$ cat config.mk
export PLATFORM = sky130hd
export DESIGN_NAME = video_timing_bg
export DESIGN_NICKNAME = d
export VERILOG_FILES = /design/src/rtl/video_timing_bg.sv
export SDC_FILE = /design/constraint.sdc
export NUM_CORES = 1
export LEC_CHECK = 0
export BUFFER_PORTS_ARGS = -buffer_cell sky130_fd_sc_hd__buf_2
export CORE_ASPECT_RATIO = 1.75
export CORE_MARGIN = 4
export CORE_UTILIZATION = 40
export DETAILED_ROUTE_END_ITERATION = 10
export GPL_ROUTABILITY_DRIVEN = 0
export GPL_TIMING_DRIVEN = 0
export HOLD_SLACK_MARGIN = 0.02
export SYNTH_ARGS = -nofsm -noshare
export SYNTH_HDL_FRONTEND = slang
export SYNTH_SLANG_ARGS = --single-unit
$ cat constraint.sdc
create_clock -name pclk -period 4.1 [get_ports pclk]
set_input_delay 0.615 -clock pclk [delete_from_list [all_inputs] [get_ports pclk]]
set_output_delay 0.615 -clock pclk [all_outputs]
set_load 0.05 [all_outputs]
$ cat src/rtl/video_timing_bg.sv
// video_timing_bg
//   Head of the video pipeline. Generates raster timing (hcount/vcount,
//   hsync/vsync, hblnk/vblnk) and a background fill: sky above the horizon,
//   ground from the horizon line down. Every bus field is registered in the
//   same pclk cycle, so count and decode are always mutually consistent.
//
//   Optional feature macro: VIDEO_TEST_PATTERN_EN
//     defined   -> active area shows 8 vertical colour bars instead of the
//                  sky/ground fill (blanking still forces black)
//     undefined -> sky/ground fill only
//
// Ports
//   pclk          in   pixel clock
//   rst           in   asynchronous, active-high reset
//   enable        in   1 = counters advance, 0 = every output register holds
//   video_bus_out out  {hcount[10:0], vcount[10:0], hsync, vsync,
//                       hblnk, vblnk, rgb[11:0]}, `BUS_WIDTH+1 bits
//   frame_start   out  high while the bus shows hcount=0, vcount=0
//   frame_count   out  frames completed, wraps 255 -> 0

`ifndef BUS_WIDTH
`define BUS_WIDTH 37
`endif

module video_timing_bg #(
    parameter int          H_VISIBLE  = 800,
    parameter int          H_FP       = 40,
    parameter int          H_SYNC     = 128,
    parameter int          H_BP       = 88,
    parameter int          V_VISIBLE  = 600,
    parameter int          V_FP       = 1,
    parameter int          V_SYNC     = 4,
    parameter int          V_BP       = 23,
    parameter int          SYNC_POL   = 1,
    parameter int          HORIZON    = 450,
    parameter logic [11:0] SKY_RGB    = 12'h8_C_F,
    parameter logic [11:0] GROUND_RGB = 12'h2_6_1
) (
    input  logic               pclk,
    input  logic               rst,
    input  logic               enable,
    output logic [`BUS_WIDTH:0] video_bus_out,
    output logic               frame_start,
    output logic [7:0]         frame_count
);

    localparam int H_TOTAL      = H_VISIBLE + H_FP + H_SYNC + H_BP;
    localparam int V_TOTAL      = V_VISIBLE + V_FP + V_SYNC + V_BP;
    localparam int H_SYNC_START = H_VISIBLE + H_FP;
    localparam int H_SYNC_END   = H_VISIBLE + H_FP + H_SYNC;
    localparam int V_SYNC_START = V_VISIBLE + V_FP;
    localparam int V_SYNC_END   = V_VISIBLE + V_FP + V_SYNC;

    localparam logic [10:0] H_LAST   = 11'(H_TOTAL - 1);
    localparam logic [10:0] V_LAST   = 11'(V_TOTAL - 1);
    localparam logic        SYNC_ACT = (SYNC_POL != 0);

    // 11-bit counters cannot represent a longer raster.
    if (H_TOTAL > 2048 || V_TOTAL > 2048) begin : g_width_check
        $error("video_timing_bg: H_TOTAL and V_TOTAL must be <= 2048");
    end

    // Comparisons are done in 32 bits so a window ending exactly at 2048
    // is not truncated.
    function automatic int widen(input logic [10:0] c);
        return int'({21'd0, c});
    endfunction

    function automatic logic sync_level(input logic [10:0] c, input int lo, input int hi);
        if (widen(c) >= lo && widen(c) < hi)
            return SYNC_ACT;
        return ~SYNC_ACT;
    endfunction

`ifdef VIDEO_TEST_PATTERN_EN
    localparam int BAR_W = H_VISIBLE / 8;

    if (BAR_W < 1) begin : g_bar_check
        $error("video_timing_bg: H_VISIBLE must be >= 8 for the test pattern");
    end

    function automatic logic [11:0] fill_colour(input logic [10:0] h, input logic blank);
        int idx;
        idx = widen(h) / BAR_W;
        if (blank)
            return 12'h000;
        return {{4{idx[2]}}, {4{idx[1]}}, {4{idx[0]}}};
    endfunction
`else
    function automatic logic [11:0] fill_colour(input logic [10:0] v, input logic blank);
        if (blank)
            return 12'h000;
        if (widen(v) < HORIZON)
            return SKY_RGB;
        return GROUND_RGB;
    endfunction
`endif

    logic [10:0] hcount_p0, hcount_p1;
    logic [10:0] vcount_p0, vcount_p1;
    logic [7:0]  frame_count_p0, frame_count_p1;
    logic        hsync_p0, hsync_p1;
    logic        vsync_p0, vsync_p1;
    logic        hblnk_p0, hblnk_p1;
    logic        vblnk_p0, vblnk_p1;
    logic [11:0] rgb_p0, rgb_p1;
    logic        frame_start_p0, frame_start_p1;

    // ---- p0: next counter value and its decode ----
    // Decode works on the next count so it lands in the same register
    // update as the count itself: zero skew on the bus.
    always_comb begin
        hcount_p0      = hcount_p1 + 11'd1;
        vcount_p0      = vcount_p1;
        frame_count_p0 = frame_count_p1;
        if (hcount_p1 == H_LAST) begin
            hcount_p0 = '0;
            if (vcount_p1 == V_LAST) begin
                vcount_p0      = '0;
                frame_count_p0 = frame_count_p1 + 8'd1;
            end else begin
                vcount_p0 = vcount_p1 + 11'd1;
            end
        end

        hblnk_p0       = (widen(hcount_p0) >= H_VISIBLE);
        vblnk_p0       = (widen(vcount_p0) >= V_VISIBLE);
        hsync_p0       = sync_level(hcount_p0, H_SYNC_START, H_SYNC_END);
        vsync_p0       = sync_level(vcount_p0, V_SYNC_START, V_SYNC_END);
`ifdef VIDEO_TEST_PATTERN_EN
        rgb_p0         = fill_colour(hcount_p0, hblnk_p0 | vblnk_p0);
`else
        rgb_p0         = fill_colour(vcount_p0, hblnk_p0 | vblnk_p0);
`endif
        frame_start_p0 = (hcount_p0 == 11'd0) && (vcount_p0 == 11'd0);
    end

    // ---- p1: output register, the bus itself ----
    // With enable low everything holds, including a pending frame_start.
    always_ff @(posedge pclk or posedge rst) begin
        if (rst) begin
            hcount_p1      <= '0;
            vcount_p1      <= '0;
            frame_count_p1 <= '0;
            hsync_p1       <= ~SYNC_ACT;
            vsync_p1       <= ~SYNC_ACT;
            hblnk_p1       <= 1'b0;
            vblnk_p1       <= 1'b0;
            rgb_p1         <= 12'h000;
            frame_start_p1 <= 1'b0;
        end else if (enable) begin
            hcount_p1      <= hcount_p0;
            vcount_p1      <= vcount_p0;
            frame_count_p1 <= frame_count_p0;
            hsync_p1       <= hsync_p0;
            vsync_p1       <= vsync_p0;
            hblnk_p1       <= hblnk_p0;
            vblnk_p1       <= vblnk_p0;
            rgb_p1         <= rgb_p0;
            frame_start_p1 <= frame_start_p0;
        end
    end

    assign video_bus_out = {hcount_p1, vcount_p1, hsync_p1, vsync_p1,
                            hblnk_p1, vblnk_p1, rgb_p1};
    assign frame_start   = frame_start_p1;
    assign frame_count   = frame_count_p1;

endmodule

==> results of run 1 <==
-- flip-flops by register name, indices dropped and copies added, names as in the netlist, 3 cells and up --
signal,flops
vcount_p1,11
rgb_p1,3
hcount_p1,11
frame_count,8
-- worst paths after layout --
path	startpoint	endpoint	slack (ps)	depth (start not counted)
worst min-delay path	frame_count[7]	frame_count[7]	460	1
max in group asynchronous	rst	hcount_p1[8]	3080	2
worst max-delay path	hcount_p1[0]	vblnk_p1	1100	10
worst min register to register	frame_count[7]	frame_count[7]	460	1
worst max register to register	hcount_p1[0]	vblnk_p1	1100	10
min in group asynchronous	rst	vcount_p1[10]	500	2
-- logic make-up (layout without fill, tap and decap cells) --
logic type,after synthesis,after routing,synth area share
and+or+nand+nor,118,118,0.255
AOI/OAI and AO/OA,73,73,0.185
buffers and inverters,46,100,0.0898
DFF,38,38,0.356
xor gates and xnor gates,24,24,0.0786
adders and majority gates,4,4,0.0187
muxes,4,4,0.0164
other,1,3,0.00140
-- power breakdown --
group	switching (W)	internal (W)
Sequential	0.0000541	0.000422
Combinational	0.000426	0.000184
Clock	0.000147	0.000241
-- metrics by stage --
stage | setup WS [ps] | cells | power (W) | cell area, um^2
3_5_place_dp | 1170 | 438 | 0.00109 | 3010
6_report | 1100 | 446 | 0.00147 | 3160
2_1_floorplan | 1390 | 310 | 0.000954 | 2680
3_3_place_gp | 1190 | 438 | 0.00109 | 3010
4_1_cts | 1140 | 446 | 0.00148 | 3160
5_1_grt | 891 | 446 | 0.00157 | 3160
-- synthesized netlist by cell type (2+ instances only) --
cell | instances | area, um^2
sky130_fd_sc_hd__nor2_1 | 18 | 67.6
sky130_fd_sc_hd__o22ai_1 | 3 | 18.8
sky130_fd_sc_hd__o21ai_0 | 16 | 80.1
sky130_fd_sc_hd__a21oi_1 | 11 | 55.1
sky130_fd_sc_hd__a21o_1 | 3 | 22.5
sky130_fd_sc_hd__nor4_1 | 5 | 31.3
sky130_fd_sc_hd__nor3_1 | 9 | 45.0
sky130_fd_sc_hd__nand4_1 | 10 | 62.6
sky130_fd_sc_hd__o31ai_1 | 3 | 22.5
sky130_fd_sc_hd__mux2_2 | 2 | 22.5
sky130_fd_sc_hd__nand2b_1 | 2 | 12.5
sky130_fd_sc_hd__buf_1 | 2 | 7.51
sky130_fd_sc_hd__a21oi_2 | 2 | 17.5
sky130_fd_sc_hd__nand2_1 | 25 | 93.8
sky130_fd_sc_hd__o21ai_1 | 4 | 20.0
sky130_fd_sc_hd__nor3b_1 | 2 | 15.0
sky130_fd_sc_hd__clkbuf_1 | 14 | 52.6
sky130_fd_sc_hd__o211ai_1 | 4 | 30.0
sky130_fd_sc_hd__buf_4 | 14 | 105
sky130_fd_sc_hd__dfrtp_1 | 38 | 951
sky130_fd_sc_hd__or3_1 | 2 | 12.5
sky130_fd_sc_hd__a22oi_1 | 3 | 22.5
sky130_fd_sc_hd__inv_1 | 9 | 33.8
sky130_fd_sc_hd__xor2_1 | 6 | 52.6
sky130_fd_sc_hd__and3_1 | 9 | 56.3
sky130_fd_sc_hd__and4_1 | 4 | 35.0
sky130_fd_sc_hd__nor2b_1 | 2 | 12.5
sky130_fd_sc_hd__a21boi_0 | 2 | 15.0
sky130_fd_sc_hd__a31oi_1 | 3 | 18.8
sky130_fd_sc_hd__nand3_1 | 19 | 95.1
sky130_fd_sc_hd__buf_2 | 6 | 30.0
sky130_fd_sc_hd__xnor2_1 | 18 | 158
sky130_fd_sc_hd__ha_1 | 4 | 50.1
sky130_fd_sc_hd__o2bb2ai_1 | 2 | 17.5
-- worst max-delay path: stages, from the launching register on --
cell,delay [ps]
sky130_fd_sc_hd__dfrtp_1,460
sky130_fd_sc_hd__ha_1,200
sky130_fd_sc_hd__and4_1,190
sky130_fd_sc_hd__clkbuf_1,270
sky130_fd_sc_hd__and3_1,210
sky130_fd_sc_hd__buf_4,160
sky130_fd_sc_hd__o21ai_1,100
sky130_fd_sc_hd__a2111oi_0,710
sky130_fd_sc_hd__o21ba_2,260
sky130_fd_sc_hd__a21oi_1,210
sky130_fd_sc_hd__o22a_1,170
-- final cells by class --
cell class              count  area, um^2
clock buffers               7         143
plain buffers              37         206
clock inverters             1        5.00
repair buffers             46         230
inverters                   9        33.8
multi-input cells         226        1490
flip-flops and latches     38         951
well taps                  82         103
fillers                   664        3380
-- layer usage --
metal	GRT usage	share of wire	up-vias	routed length, um
met1	0.196	0.37	1244	2660
li1	-	-	1225	-
met3	0.0258	0.058	21	425
met5	0	0	-	0
met4	0.104	0.039	0	283
met2	0.345	0.54	98	3900
==> impl_metrics.xml, run 1 <==
<?xml version="1.0" encoding="UTF-8"?>
<metrics>
  <group name="final_layout">
    <metric name="final_core_utilization" unit="">0.484</metric>
    <metric name="syn_to_final_growth" unit="%">18.2</metric>
    <metric name="fin_nets" unit="">370</metric>
    <metric name="layout.cells.most_common" unit="">sky130_fd_sc_hd__buf_2</metric>
    <metric name="antennaDiodeCount" unit="">0</metric>
    <metric name="layout_common_cells" unit="">sky130_fd_sc_hd__buf_2, sky130_fd_sc_hd__dfrtp_1, sky130_fd_sc_hd__nand2_1, sky130_fd_sc_hd__nand3_1</metric>
    <metric name="drive_above_1_share" unit="">0.247</metric>
  </group>
  <group name="clock_tree">
    <metric name="cts_setup_buffers" unit="">0</metric>
    <metric name="cts_tree" unit="">yes</metric>
    <metric name="cts-root-buf" unit="">sky130_fd_sc_hd__clkbuf_16</metric>
    <metric name="cts-hold-fix-buffers" unit="">0</metric>
    <metric name="tritoncts.num_buffers" unit="">5</metric>
    <metric name="clock_sink_count" unit="">38</metric>
    <metric name="clkTransAtPathRegs" unit="ps">60</metric>
    <metric name="htreeDepth" unit="">2</metric>
    <metric name="clk-insertion-delay-late" unit="ps">280</metric>
    <metric name="cts_repair_resize_count" unit="">0</metric>
    <metric name="max-clock-path-buffers" unit="">2</metric>
  </group>
  <group name="yosys">
    <metric name="number_of_flops_mapped_to_enable_cells_by_yosys" unit="">0</metric>
    <metric name="synth-async-reset-ratio" unit="">1.00</metric>
    <metric name="synthesis.area_per_instance" unit="um^2">8.68</metric>
    <metric name="synthFlopType" unit="">sky130_fd_sc_hd__dfrtp_1</metric>
    <metric name="post_synth_num_cell_types" unit="">66</metric>
    <metric name="netlist_area" unit="um^2">2670</metric>
    <metric name="synth.yosys.seq_area_share" unit="">0.356</metric>
    <metric name="synthCells" unit="">308</metric>
    <metric name="ys_ff_latch" unit="">38</metric>
    <metric name="synth_warnings" unit="">0</metric>
  </group>
  <group name="floorplan">
    <metric name="dieArea" unit="um^2">8110</metric>
    <metric name="die_height" unit="um">116</metric>
    <metric name="placement_rows" unit="">39</metric>
    <metric name="die_width" unit="um">69.8</metric>
    <metric name="initial_utilization" unit="">0.409</metric>
    <metric name="io_pins" unit="">50</metric>
    <metric name="floorplan.core_area" unit="um^2">6540</metric>
  </group>
  <group name="detailed_routing">
    <metric name="drt_pass1_iterations" unit="">4</metric>
    <metric name="drc" unit="">0</metric>
    <metric name="total_wirelength" unit="mm">7.27</metric>
    <metric name="antenna_violating_nets_post_route" unit="">0</metric>
    <metric name="routed-via-count" unit="">2588</metric>
    <metric name="viasPerCell" unit="">5.80</metric>
    <metric name="violation_count_after_the_first_detailed_routing_iteration" unit="">154</metric>
    <metric name="routedWlPerCell" unit="um">16.3</metric>
  </group>
  <group name="sta">
    <metric name="timing.final.crit_period" unit="ps">3000</metric>
    <metric name="grt_setup_unrepaired" unit="">no</metric>
    <metric name="final-setup-viol-count" unit="">0</metric>
    <metric name="fin_worst_hold_slack" unit="ps">463</metric>
    <metric name="fin_crit_sh" unit="">0.732</metric>
    <metric name="max_slew_margin" unit="">0.448</metric>
    <metric name="timing_hold_violations_final" unit="">0</metric>
    <metric name="clock.fmax" unit="MHz">333</metric>
    <metric name="final_max_slew_viol_count" unit="">0</metric>
    <metric name="worst_pin_slew" unit="ps">827</metric>
    <metric name="setup_tns" unit="ps">0</metric>
    <metric name="fin_worst_skew" unit="ps">2.98</metric>
  </group>
  <group name="power_and_ir_drop">
    <metric name="lkg_pwr" unit="nW">1.48</metric>
    <metric name="vdd.ir_drop.worst" unit="uV">388</metric>
    <metric name="power_density_relative_to_cell_area" unit="nW/um^2">466</metric>
  </group>
  <group name="min_path">
    <metric name="min-delay-path-class" unit="">reg -&gt; reg</metric>
  </group>
  <group name="global_route">
    <metric name="antenna_found_initial" unit="">0</metric>
    <metric name="grt_remaining_overflow" unit="">0</metric>
    <metric name="track_usage" unit="">0.184</metric>
    <metric name="wire_length_of_the_first_global_routing_pass" unit="mm">12.0</metric>
    <metric name="grt_start_max_net_pins" unit="">39</metric>
    <metric name="vias_in_the_first_global_route" unit="">2451</metric>
  </group>
  <group name="place">
    <metric name="place.port_buffers" unit="">46</metric>
    <metric name="hpwl" unit="mm">5.37</metric>
  </group>
  <group name="worst_setup_path">
    <metric name="critical_path.startpoint_type" unit="">flip-flop</metric>
    <metric name="arrival" unit="ps">3220</metric>
    <metric name="critical_path_class" unit="">reg -&gt; reg</metric>
    <metric name="timing.critical_path.to_type" unit="">flip-flop</metric>
    <metric name="worstPathRequired" unit="ps">4320</metric>
    <metric name="path_max_fanout" unit="">8</metric>
  </group>
  <group name="status">
    <metric name="status" unit="">completed</metric>
  </group>
  <group name="job">
    <metric name="max_cap_viol_count" unit="">0</metric>
  </group>
</metrics>
Note: power is estimated with default switching activity, not from simulation.
==> inputs of run 2 (changes only) <==
- ABC_AREA: default -> 1
- clock period: 4.1 -> 2.95 ns (I/O delays scaled with it)
==> run 2 against run 1 <==
Compared with the run above: sequential power is 48% higher; hold slack worse by 150 ps; sequential cell count stayed put; core utilization is 0.52 points higher; critical path depth is 1 lower; fmax is 22% higher; combinational power is 28% higher; highest routed layer unchanged.
==> impl_metrics.xml, run 2 <==
<?xml version="1.0" encoding="UTF-8"?>
<metrics>
  <group name="status">
    <metric name="status" unit="">completed</metric>
  </group>
  <group name="yosys">
    <metric name="post-synth-top-count-cell" unit="">sky130_fd_sc_hd__nand2_1</metric>
    <metric name="post_synth_num_cell_types" unit="">32</metric>
    <metric name="commonest_cells_in_the_netlist" unit="">sky130_fd_sc_hd__nand2_1, sky130_fd_sc_hd__dfrtp_1, sky130_fd_sc_hd__nor2_1, sky130_fd_sc_hd__inv_1, sky130_fd_sc_hd__nand3_1</metric>
    <metric name="synth_top_area_frac" unit="">0.354</metric>
    <metric name="netlist_area" unit="um^2">2690</metric>
    <metric name="yosys.area.top_type" unit="">sky130_fd_sc_hd__dfrtp_1</metric>
    <metric name="number_of_flops_mapped_to_enable_cells_by_yosys" unit="">0</metric>
    <metric name="synthTopCellsByArea" unit="">sky130_fd_sc_hd__dfrtp_1, sky130_fd_sc_hd__nand2_1, sky130_fd_sc_hd__nand3_1</metric>
    <metric name="synthesis.area_per_instance" unit="um^2">6.84</metric>
    <metric name="synth.yosys.seq_area_share" unit="">0.354</metric>
    <metric name="synthFlopType" unit="">sky130_fd_sc_hd__dfrtp_1</metric>
    <metric name="synthCells" unit="">393</metric>
    <metric name="ys_ff_latch" unit="">38</metric>
    <metric name="synth_warnings" unit="">0</metric>
    <metric name="synth-async-reset-ratio" unit="">1.00</metric>
  </group>
  <group name="floorplan">
    <metric name="io_pins" unit="">50</metric>
    <metric name="die_height" unit="um">116</metric>
    <metric name="die_width" unit="um">70.0</metric>
    <metric name="placement_rows" unit="">39</metric>
    <metric name="dieArea" unit="um^2">8140</metric>
    <metric name="floorplan.core_area" unit="um^2">6540</metric>
    <metric name="initial_utilization" unit="">0.411</metric>
  </group>
  <group name="detailed_routing">
    <metric name="total_wirelength" unit="mm">7.86</metric>
    <metric name="routedWlPerCell" unit="um">14.8</metric>
    <metric name="drt_pass1_iterations" unit="">4</metric>
    <metric name="routed-via-count" unit="">2692</metric>
    <metric name="drc" unit="">0</metric>
    <metric name="antenna_violating_nets_post_route" unit="">0</metric>
    <metric name="violation_count_after_the_first_detailed_routing_iteration" unit="">178</metric>
    <metric name="viasPerCell" unit="">5.08</metric>
  </group>
  <group name="power_and_ir_drop">
    <metric name="vdd.ir_drop.worst" unit="uV">460</metric>
    <metric name="power_density_relative_to_cell_area" unit="nW/um^2">663</metric>
    <metric name="lkg_pwr" unit="nW">1.63</metric>
  </group>
  <group name="worst_setup_path">
    <metric name="ff2ff_setup_slack" unit="ps">490</metric>
    <metric name="critical_path.top_delay_family" unit="">simple AND/OR/NAND/NOR gates</metric>
    <metric name="ff_to_ff_path_depth" unit="">9</metric>
    <metric name="worstReg2RegEnd" unit="">frame_start</metric>
    <metric name="timing.critical_path.to_type" unit="">flip-flop</metric>
    <metric name="r2r_start" unit="">hcount_p1[0]</metric>
    <metric name="critical_path_class" unit="">reg -&gt; reg</metric>
    <metric name="critical_path.startpoint_type" unit="">flip-flop</metric>
    <metric name="worstPathRequired" unit="ps">3180</metric>
    <metric name="critical_path_s_most_frequent_cell" unit="">sky130_fd_sc_hd__nand2_1</metric>
    <metric name="cp_num_buf_inv" unit="">0</metric>
    <metric name="critical_path_cell_list" unit="">ha_1, nand3_1, nor2_2, nand2_1, o21ai_0, nand3_1, nor3_1, nand2_1, nand2_1</metric>
    <metric name="cpPeakStageDelay" unit="ps">540</metric>
    <metric name="crit_slowest_cell" unit="">sky130_fd_sc_hd__dfrtp_1</metric>
    <metric name="arrival" unit="ps">2690</metric>
    <metric name="path_max_fanout" unit="">8</metric>
  </group>
  <group name="sta">
    <metric name="timing.final.crit_period" unit="ps">2460</metric>
    <metric name="timing_hold_violations_final" unit="">0</metric>
    <metric name="setup_tns" unit="ps">0</metric>
    <metric name="clock.fmax" unit="MHz">406</metric>
    <metric name="final-setup-viol-count" unit="">0</metric>
    <metric name="fin_crit_sh" unit="">0.835</metric>
    <metric name="final_max_slew_viol_count" unit="">0</metric>
    <metric name="worst_pin_slew" unit="ps">816</metric>
    <metric name="fin_worst_skew" unit="ps">11.8</metric>
    <metric name="grt_setup_unrepaired" unit="">no</metric>
    <metric name="max_slew_margin" unit="">0.455</metric>
  </group>
  <group name="place">
    <metric name="place.port_buffers" unit="">46</metric>
    <metric name="hpwl" unit="mm">6.11</metric>
  </group>
  <group name="final_layout">
    <metric name="fin_nets" unit="">455</metric>
    <metric name="layout.cells.most_common" unit="">sky130_fd_sc_hd__nand2_1</metric>
    <metric name="antennaDiodeCount" unit="">0</metric>
    <metric name="layout_common_cells" unit="">sky130_fd_sc_hd__nand2_1, sky130_fd_sc_hd__buf_2, sky130_fd_sc_hd__dfrtp_1, sky130_fd_sc_hd__nor2_1</metric>
    <metric name="drive_above_1_share" unit="">0.221</metric>
    <metric name="final_core_utilization" unit="">0.489</metric>
    <metric name="syn_to_final_growth" unit="%">19.0</metric>
  </group>
  <group name="clock_tree">
    <metric name="clkTransAtPathRegs" unit="ps">60</metric>
    <metric name="cts_repair_resize_count" unit="">0</metric>
    <metric name="max-clock-path-buffers" unit="">2</metric>
    <metric name="cts-root-buf" unit="">sky130_fd_sc_hd__clkbuf_16</metric>
    <metric name="clock_sink_count" unit="">38</metric>
    <metric name="cts-hold-fix-buffers" unit="">0</metric>
    <metric name="clk-insertion-delay-late" unit="ps">290</metric>
    <metric name="htreeDepth" unit="">2</metric>
    <metric name="cts_tree" unit="">yes</metric>
    <metric name="tritoncts.num_buffers" unit="">5</metric>
    <metric name="cts_setup_buffers" unit="">0</metric>
  </group>
  <group name="global_route">
    <metric name="grt_start_max_net_pins" unit="">39</metric>
    <metric name="track_usage" unit="">0.203</metric>
    <metric name="antenna_found_initial" unit="">0</metric>
    <metric name="wire_length_of_the_first_global_routing_pass" unit="mm">12.8</metric>
    <metric name="grt_remaining_overflow" unit="">0</metric>
    <metric name="vias_in_the_first_global_route" unit="">2653</metric>
  </group>
  <group name="job">
    <metric name="max_cap_viol_count" unit="">0</metric>
  </group>
  <group name="min_path">
    <metric name="min-delay-path-class" unit="">in -&gt; async</metric>
  </group>
</metrics>
-- run 2: cell type report --
cell class / instances / area (um^2)
fill: 707 / 3340
multi-input combinational: 296 / 1450
sequential: 38 / 951
timing repair buffer: 46 / 230
inverter: 39 / 146
buffer: 22 / 143
clock buffer: 6 / 139
tap: 82 / 103
clock inverter: 1 / 30.0
-- run 2: worst reg2reg max path, cell delays in order, from the launching register on --
cell and delay [ps]:
sky130_fd_sc_hd__dfrtp_1 540, sky130_fd_sc_hd__ha_1 280, sky130_fd_sc_hd__nand3_1 150, sky130_fd_sc_hd__nor2_2 230
sky130_fd_sc_hd__nand2_1 190, sky130_fd_sc_hd__o21ai_0 530, sky130_fd_sc_hd__nand3_1 140, sky130_fd_sc_hd__nor3_1 190
sky130_fd_sc_hd__nand2_1 100, sky130_fd_sc_hd__nand2_1 70
-- run 2: metrics by stage --
step / hold slack [ps] / worst slack, ps / total power [W] / instance area [um^2] / instances
final: 314 / 486 / 0.00212 / 3200 / 530
after global routing: 397 / 296 / 0.00222 / 3200 / 530
after CTS: 347 / 493 / 0.00213 / 3200 / 530
after detailed placement: 468 / 502 / 0.00149 / 3030 / 523
after global placement: 462 / 514 / 0.00148 / 3030 / 523
after floorplan: 450 / 638 / 0.00129 / 2690 / 395
-- run 2: worst max path at each step --
stage                 startpoint              to  slack, ps  cells past startpoint
floorplan           hcount_p1[0]  frame_count[5]        640                     11
global route        hcount_p1[0]     frame_start        300                      9
detailed placement  hcount_p1[0]     frame_start        500                      9
global placement    hcount_p1[0]     frame_start        510                      9
finish              hcount_p1[0]     frame_start        490                      9
CTS                 hcount_p1[0]     frame_start        490                      9
-- run 2: kinds of logic after synthesis --
| family | after synthesis | share of synthesized area |
|---|---|---|
| compound gates | 38 | 0.0755 |
| xor+xnor | 9 | 0.0293 |
| fa+ha+maj | 4 | 0.0186 |
| buf+inv | 61 | 0.108 |
| flops | 38 | 0.354 |
| other cells | 1 | 0.00140 |
| simple gates | 242 | 0.414 |
-- run 2: per-layer routing --
layer / global-route usage / routed length [um]
met1: 0.206 / 2930
met2: 0.378 / 4220
met3: 0.0353 / 314
met4: 0.136 / 399
met5: 0 / 0
-- run 2: power by group --
group | switching (W) | leakage, nW | total, W | internal [W]
Clock | 0.000218 | 0.0829 | 0.000635 | 0.000418
Combinational | 0.000588 | 1.06 | 0.000781 | 0.000192
Sequential | 0.000114 | 0.482 | 0.000703 | 0.000589
Total | 0.000920 | 1.63 | 0.00212 | 0.00120
